<file path="config.mk">
export PLATFORM = sky130hd
export DESIGN_NAME = alu_cmd_serializer
export DESIGN_NICKNAME = d
export VERILOG_FILES = /design/src/rtl/alu_pkg.sv /design/src/rtl/crc4_serial.sv /design/src/rtl/alu_cmd_serializer.sv
export SDC_FILE = /design/constraint.sdc
export NUM_CORES = 1
export LEC_CHECK = 0
export ABC_CLOCK_PERIOD_IN_PS = 6350
export CAP_MARGIN = 30
export CORE_MARGIN = 2
export CORE_UTILIZATION = 58
export CTS_BUF_LIST = sky130_fd_sc_hd__clkbuf_4 sky130_fd_sc_hd__clkbuf_8
export DETAILED_ROUTE_END_ITERATION = 12
export PLACE_DENSITY = 0.82
export SYNTH_ARGS = -nofsm -noshare
export SYNTH_HDL_FRONTEND = slang
export SYNTH_SLANG_ARGS = --single-unit
export TNS_END_PERCENT = 30
</file>
<file path="constraint.sdc">
create_clock -name clk -period 6.35 [get_ports clk]
set_input_delay 1.5875 -clock clk [delete_from_list [all_inputs] [get_ports clk]]
set_output_delay 1.5875 -clock clk [all_outputs]
set_load 0.02 [all_outputs]
</file>
<file path="src/rtl/alu_pkg.sv">
// Shared types and constants for the ALU command serializer: opcodes, error modes, frame format.
package alu_pkg;

  typedef enum logic [2:0] {
    OP_AND = 3'b000,
    OP_OR  = 3'b001,
    OP_BAD = 3'b010,
    OP_ADD = 3'b100,
    OP_SUB = 3'b101
  } operation_t;

  typedef enum logic [1:0] {
    ERR_NONE = 2'b00,
    ERR_DATA = 2'b01,
    ERR_CRC  = 2'b10,
    ERR_OP   = 2'b11
  } err_mode_t;

  typedef enum logic [1:0] {
    S_IDLE,
    S_DATA,
    S_CMD
  } ser_state_t;

  localparam int         FRAME_BITS = 11;
  localparam logic [3:0] CRC4_POLY  = 4'h3;
  localparam logic       DATA_TYPE  = 1'b0;
  localparam logic       CMD_TYPE   = 1'b1;

  // Line order is MSB first: start, type, d[7:0], stop.
  function automatic logic [FRAME_BITS-1:0] make_frame(input logic typ, input logic [7:0] d);
    return {1'b0, typ, d, 1'b1};
  endfunction

endpackage

</file>
<file path="src/rtl/crc4_serial.sv">
// Bit-serial CRC4 (x^4+x+1, init 0, MSB first) over NBITS bits, one bit per clock after start.
// crc_done rises once NBITS bits have been absorbed; further valid bits are ignored.
module crc4_serial
  import alu_pkg::*;
#(
  parameter int NBITS = 68
) (
  input  logic       clk,
  input  logic       rst_n,
  input  logic       start,
  input  logic       valid,
  input  logic       bit_in,
  output logic [3:0] crc,
  output logic       crc_done
);

  localparam int CW = $clog2(NBITS + 1);

  logic [3:0]    crc_q, crc_d;
  logic [CW-1:0] cnt_q, cnt_d;
  logic          fb;

  assign crc      = crc_q;
  assign crc_done = (cnt_q == CW'(NBITS));
  assign fb       = crc_q[3] ^ bit_in;

  always_comb begin
    crc_d = crc_q;
    cnt_d = cnt_q;
    if (start) begin
      crc_d = '0;
      cnt_d = '0;
    end else if (valid && !crc_done) begin
      crc_d = {crc_q[2:0], 1'b0} ^ (fb ? CRC4_POLY : 4'h0);
      cnt_d = cnt_q + CW'(1);
    end
  end

  always_ff @(posedge clk) begin
    if (!rst_n) begin
      crc_q <= '0;
      cnt_q <= CW'(NBITS);
    end else begin
      crc_q <= crc_d;
      cnt_q <= cnt_d;
    end
  end

endmodule

</file>
<file path="src/rtl/alu_cmd_serializer.sv">
// Serialises one {A,B,op} request into 2N data frames + 1 CMD frame on sin; first start bit from the accept edge.
// req_ready only while idle, so requests wait while a packet is in flight; done pulses F*11*CLKS_PER_BIT after accept.
module alu_cmd_serializer
  import alu_pkg::*;
#(
  parameter int OPERAND_BYTES = 4,
  parameter int CLKS_PER_BIT  = 1,
  parameter int CNT_W         = 16
) (
  input  logic                       clk,
  input  logic                       rst_n,
  input  logic                       req_valid,
  output logic                       req_ready,
  input  logic [8*OPERAND_BYTES-1:0] A,
  input  logic [8*OPERAND_BYTES-1:0] B,
  input  logic [2:0]                 op,
  input  logic [1:0]                 err_mode,
  output logic                       sin,
  output logic                       busy,
  output logic                       done,
  output logic [CNT_W-1:0]           pkt_cnt
);

  localparam int N      = OPERAND_BYTES;
  localparam int W      = 8 * N;
  localparam int NBITS  = 2 * W + 4;
  localparam int TW     = (CLKS_PER_BIT > 1) ? $clog2(CLKS_PER_BIT) : 1;
  localparam int YW     = $clog2(2 * N);

  ser_state_t            state_q, state_d;
  logic                  rdy_en_q;
  logic [TW-1:0]         timer_q, timer_d;
  logic [3:0]            bit_q, bit_d;
  logic [YW-1:0]         byte_q, byte_d;
  logic [FRAME_BITS-1:0] frame_q, frame_d;
  logic [2*W-1:0]        data_q, data_d;
  logic [NBITS-1:0]      crc_src_q, crc_src_d;
  logic [2:0]            op_q, op_d;
  err_mode_t             err_q, err_d;
  logic                  done_q, done_d;
  logic [CNT_W-1:0]      cnt_q, cnt_d;

  logic       accept, bit_end, last_byte, crc_valid, crc_done;
  logic [2:0] op_tx_in;
  logic [3:0] crc, crc_tx;
  logic [7:0] cmd_byte;

  assign req_ready = rdy_en_q && (state_q == S_IDLE);
  assign busy      = (state_q != S_IDLE);
  assign accept    = req_valid && req_ready;
  assign sin       = frame_q[FRAME_BITS-1];
  assign done      = done_q;
  assign pkt_cnt   = cnt_q;

  assign bit_end   = (timer_q == TW'(CLKS_PER_BIT - 1));
  assign last_byte = (byte_q == ((err_q == ERR_DATA) ? YW'(2 * N - 2) : YW'(2 * N - 1)));
  assign op_tx_in  = (err_mode_t'(err_mode) == ERR_OP) ? OP_BAD : op;
  assign crc_tx    = (err_q == ERR_CRC) ? crc + 4'd1 : crc;
  assign cmd_byte  = {1'b0, op_q, crc_tx};
  assign crc_valid = busy && !crc_done;

  crc4_serial #(.NBITS(NBITS)) u_crc (
    .clk      (clk),
    .rst_n    (rst_n),
    .start    (accept),
    .valid    (crc_valid),
    .bit_in   (crc_src_q[NBITS-1]),
    .crc      (crc),
    .crc_done (crc_done)
  );

  always_comb begin
    state_d   = state_q;
    timer_d   = timer_q;
    bit_d     = bit_q;
    byte_d    = byte_q;
    frame_d   = frame_q;
    data_d    = data_q;
    crc_src_d = crc_valid ? (crc_src_q << 1) : crc_src_q;
    op_d      = op_q;
    err_d     = err_q;
    done_d    = 1'b0;
    cnt_d     = cnt_q;
    case (state_q)
      S_IDLE: begin
        if (accept) begin
          state_d   = S_DATA;
          timer_d   = '0;
          bit_d     = '0;
          byte_d    = '0;
          frame_d   = make_frame(DATA_TYPE, B[W-1 -: 8]);
          data_d    = {B, A} << 8;
          crc_src_d = {B, A, 1'b1, op_tx_in};
          op_d      = op_tx_in;
          err_d     = err_mode_t'(err_mode);
        end
      end
      default: begin
        if (!bit_end) begin
          timer_d = timer_q + TW'(1);
        end else begin
          timer_d = '0;
          if (bit_q != 4'(FRAME_BITS - 1)) begin
            bit_d   = bit_q + 4'd1;
            frame_d = {frame_q[FRAME_BITS-2:0], 1'b1};
          end else if (state_q == S_CMD) begin
            state_d = S_IDLE;
            bit_d   = '0;
            frame_d = '1;
            done_d  = 1'b1;
            cnt_d   = cnt_q + CNT_W'(1);
          end else if (!last_byte) begin
            bit_d   = '0;
            byte_d  = byte_q + YW'(1);
            frame_d = make_frame(DATA_TYPE, data_q[2*W-1 -: 8]);
            data_d  = data_q << 8;
          end else if (crc_done) begin
            state_d = S_CMD;
            bit_d   = '0;
            byte_d  = '0;
            frame_d = make_frame(CMD_TYPE, cmd_byte);
          end else begin
            // Very short packets can outrun the CRC: hold the line at the stop level until it settles.
            timer_d = timer_q;
          end
        end
      end
    endcase
  end

  always_ff @(posedge clk) begin
    if (!rst_n) begin
      state_q  <= S_IDLE;
      rdy_en_q <= 1'b0;
      timer_q  <= '0;
      bit_q    <= '0;
      byte_q   <= '0;
      frame_q  <= '1;
      done_q   <= 1'b0;
      cnt_q    <= '0;
    end else begin
      state_q  <= state_d;
      rdy_en_q <= 1'b1;
      timer_q  <= timer_d;
      bit_q    <= bit_d;
      byte_q   <= byte_d;
      frame_q  <= frame_d;
      done_q   <= done_d;
      cnt_q    <= cnt_d;
    end
  end

  always_ff @(posedge clk) begin
    data_q    <= data_d;
    crc_src_q <= crc_src_d;
    op_q      <= op_d;
    err_q     <= err_d;
  end

endmodule
</file>
==> insert_results.sql <==
INSERT INTO impl_metrics (metric_group, metric, value, unit) VALUES
('pwr', 'ir_drop', '0.187', 'mV'),
('place', 'placedInstanceArea', '8660', 'um2'),
('clock_network', 'cts-htree-levels', '4', ''),
('critical_path', 'critical_path_arrival', '2.58', 'ns'),
('yosys', 'seq_cells_post_synth', '177', ''),
('job', 'maxCapViolations', '0', ''),
('critical_path', 'crit_fanout', '74', ''),
('grt', 'grt_max_degree', '75', ''),
('status', 'status', 'completed', ''),
('timing', 'min_hold_slack', '0.468', 'ns'),
('route', 'ant_nets', '0', ''),
('worst_hold_path', 'timing.hold.worst.class', 'register to register', ''),
('route', 'via_per_inst', '5.58', ''),
('critical_path', 'worstSetupStartpointType', 'register', ''),
('yosys', 'synth_cell_type_count', '54', ''),
('yosys', 'synth.yosys.warnings', '0', ''),
('finish', 'n_fill_cell', '1012', ''),
('timing', 'layout_worst_path_cycle_share', '0.656', ''),
('clock_network', 'post-cts-setup-buffers', '0', ''),
('yosys', 'seq_area_frac_synth', '0.540', ''),
('clock_network', 'cts_buffer_depth', '2', ''),
('yosys', 'synth_top_flop_cell', 'sky130_fd_sc_hd__dfxtp_1', ''),
('timing', 'worst-slew-pin-transition', '0.875', 'ns'),
('grt', 'grt_pass1_vias', '5794', ''),
('critical_path', 'rr_worst_depth', '7', ''),
('critical_path', 'cp-startpoint', 'state_q[0]$_SDFFE_PN0P_', ''),
('die', 'i_o_pin_total', '92', ''),
('finish', 'multi_input_gate_area', '3270', 'um2'),
('critical_path', 'path_class', 'register to output port', ''),
('place', 'place_congestion', '0.890', ''),
('die', 'initial_utilization', '0.588', ''),
('timing', 'slew_viol_final', '0', ''),
('worst_hold_path', 'hold_depth', '2', ''),
('route', 'routed_wl', '16.9', 'mm'),
('critical_path', 'capturing_element_type_of_the_critical_path', 'output port', ''),
('finish', 'design.final.nets', '1043', ''),
('yosys', 'async_reset_ff_frac', '0', ''),
('timing', 'fin_setup_tns', '0', 'ns'),
('timing', 'clock-skew-final', '0.00772', 'ns'),
('finish', 'areaGrowthSynthToFinish', '18.3', '%'),
('route', 'total_via_count_after_detailed_routing', '6431', ''),
('die', 'std_cell_rows', '42', ''),
('route', 'routed_wire_length_per_instance', '14.6', 'um'),
('critical_path', 'cp.required', '4.76', 'ns'),
('yosys', 'synth_commonest_cells', '307 x sky130_fd_sc_hd__nand2_1, 116 x sky130_fd_sc_hd__dfxtp_1, 94 x sky130_fd_sc_hd__nor2_1, 68 x sky130_fd_sc_hd__a31oi_1, 61 x sky130_fd_sc_hd__edfxtp_1', ''),
('finish', 'footprint_of_the_flip_flops_and_latches', '4150', 'um2'),
('critical_path', 'reg_to_reg_setup_timing_slack', '3.12', 'ns'),
('clock_network', 'clkLatencyLatePin', '0.45', 'ns'),
('timing', 'timing.max_slew.rel_slack', '0.412', ''),
('route', 'drt_drc_violations_left', '0', ''),
('finish', 'postLayoutCellArea', '9100', 'um2'),
('timing', 'unrepaired_setup_endpoints_after_global_routing', 'no', ''),
('clock_network', 'clkSinkCount', '177', ''),
('grt', 'grtUsageTotal', '0.245', ''),
('route', 'detailedRoute.firstIterationViolations', '568', ''),
('yosys', 'synth.net_count', '985', ''),
('critical_path', 'crit_path_end', 'req_ready', ''),
('timing', 'hold_viol', '0', ''),
('place', 'port_buffers', '91', ''),
('yosys', 'syn-instance-count', '906', ''),
('yosys', 'synth_top_area_cell', 'sky130_fd_sc_hd__dfxtp_1', ''),
('grt', 'grt-ovfl-total', '0', ''),
('timing', 'setup_violations', '0', ''),
('clock_network', 'ctsResizeCount', '0', ''),
('yosys', 'leading_cell_type_by_number_of_instances_after_synthesis', 'sky130_fd_sc_hd__nand2_1', ''),
('yosys', 'netlist_area', '7690', 'um2'),
('clock_network', 'clk_pin_slew_worst_paths', '0.09', 'ns'),
('finish', 'antennaDiodeCount', '0', ''),
('yosys', 'postSynthAreaPerCell', '8.49', 'um2'),
('pwr', 'leakagePower', '3.58', 'nW'),
('timing', 'timing.final.crit_period', '4.17', 'ns');
[critical path: stages (launching register included)]
cell and delay (ns):
sky130_fd_sc_hd__dfxtp_1 0.49, sky130_fd_sc_hd__nor2_4 0.17, sky130_fd_sc_hd__buf_4 0.63, sky130_fd_sc_hd__and2_1 0.22, sky130_fd_sc_hd__clkdlybuf4s50_1 0.60
[power by group]
part,switching (mW),internal (mW)
sequential,0.0665,1.31
clock,0.391,0.467
combinational,0.179,0.144
total,0.637,1.92
[stage by stage]
stage,utilization,cells,power (mW),worst slack (ns)
6_report,0.696,1153,2.56,2.18
4_1_cts,0.696,1153,2.57,2.15
3_3_place_gp,0.662,1121,1.71,2.26
5_1_grt,0.696,1153,2.67,2.03
3_5_place_dp,0.662,1121,1.73,2.22
2_1_floorplan,-,906,1.61,0.826
[registers in the layout, indices dropped and copies added (netlist names), 2 cells and up]
name,flops
pkt_cnt,16
op_q,3
err_q,2
frame_q,10
data_q,56
u_crc.crc,4
u_crc.cnt_q,7
crc_src_q,68
state_q,2
bit_q,4
byte_q,3
[cell usage in the layout, fill, tap and decap left out, types with 7 or more instances in the layout]
master,instances
sky130_fd_sc_hd__dfxtp_1,116
sky130_fd_sc_hd__and2_1,13
sky130_fd_sc_hd__edfxtp_1,61
sky130_fd_sc_hd__nor3_1,13
sky130_fd_sc_hd__xor2_1,11
sky130_fd_sc_hd__clkdlybuf4s50_1,91
sky130_fd_sc_hd__clkbuf_8,20
sky130_fd_sc_hd__a21oi_1,17
sky130_fd_sc_hd__o21ai_0,23
sky130_fd_sc_hd__nand3_1,14
sky130_fd_sc_hd__inv_1,12
sky130_fd_sc_hd__xnor2_1,14
sky130_fd_sc_hd__a31oi_1,68
sky130_fd_sc_hd__nor2_1,93
sky130_fd_sc_hd__nand4_1,8
sky130_fd_sc_hd__ha_1,7
sky130_fd_sc_hd__nand2_1,305
[cell families after synthesis]
kind of cell	Yosys count	share of synthesized area
AND/OR/NAND/NOR	479	0.260
buffers and inverters	72	0.0395
adder cells (fa/ha/maj)	7	0.0114
XOR/XNOR	25	0.0285
AO/OA/AOI/OAI	144	0.118
flip-flops	177	0.540
multiplexers	2	0.00277
[layout make-up]
| type | count | share of cell area |
|---|---|---|
| sequential | 177 | 0.456 |
| multi-input combinational | 657 | 0.360 |
| timing repair buffer | 97 | 0.105 |
| clock buffer | 22 | 0.0319 |
| tap | 176 | 0.0242 |
| clock inverter | 10 | 0.0172 |
| inverter | 14 | 0.00577 |
[per-layer routing]
layer	routed length, um	part of all wire	vias up	GRT usage
li1	-	-	3188	-
met1	7380	0.44	3006	0.322
met2	8300	0.49	216	0.403
met3	937	0.056	21	0.0589
met4	239	0.014	0	0.0714
met5	0	0	-	0
[how the worst min path moves through the flow]
| stage | from | end | slack (ns) |
|---|---|---|---|
| floorplan | crc_src_q[0]$_DFF_P_ | crc_src_q[0]$_DFF_P_ | 0.43 |
| global placement | crc_src_q[0]$_DFF_P_ | crc_src_q[0]$_DFF_P_ | 0.44 |
| detailed placement | frame_q[10]$_SDFFE_PN1P_ | frame_q[10]$_SDFFE_PN1P_ | 0.46 |
| CTS | crc_src_q[0]$_DFF_P_ | crc_src_q[0]$_DFF_P_ | 0.47 |
| global route | frame_q[10]$_SDFFE_PN1P_ | frame_q[10]$_SDFFE_PN1P_ | 0.49 |
| finish | crc_src_q[29]$_DFF_P_ | crc_src_q[30]$_DFF_P_ | 0.47 |
(Power assumes the default switching activity.)
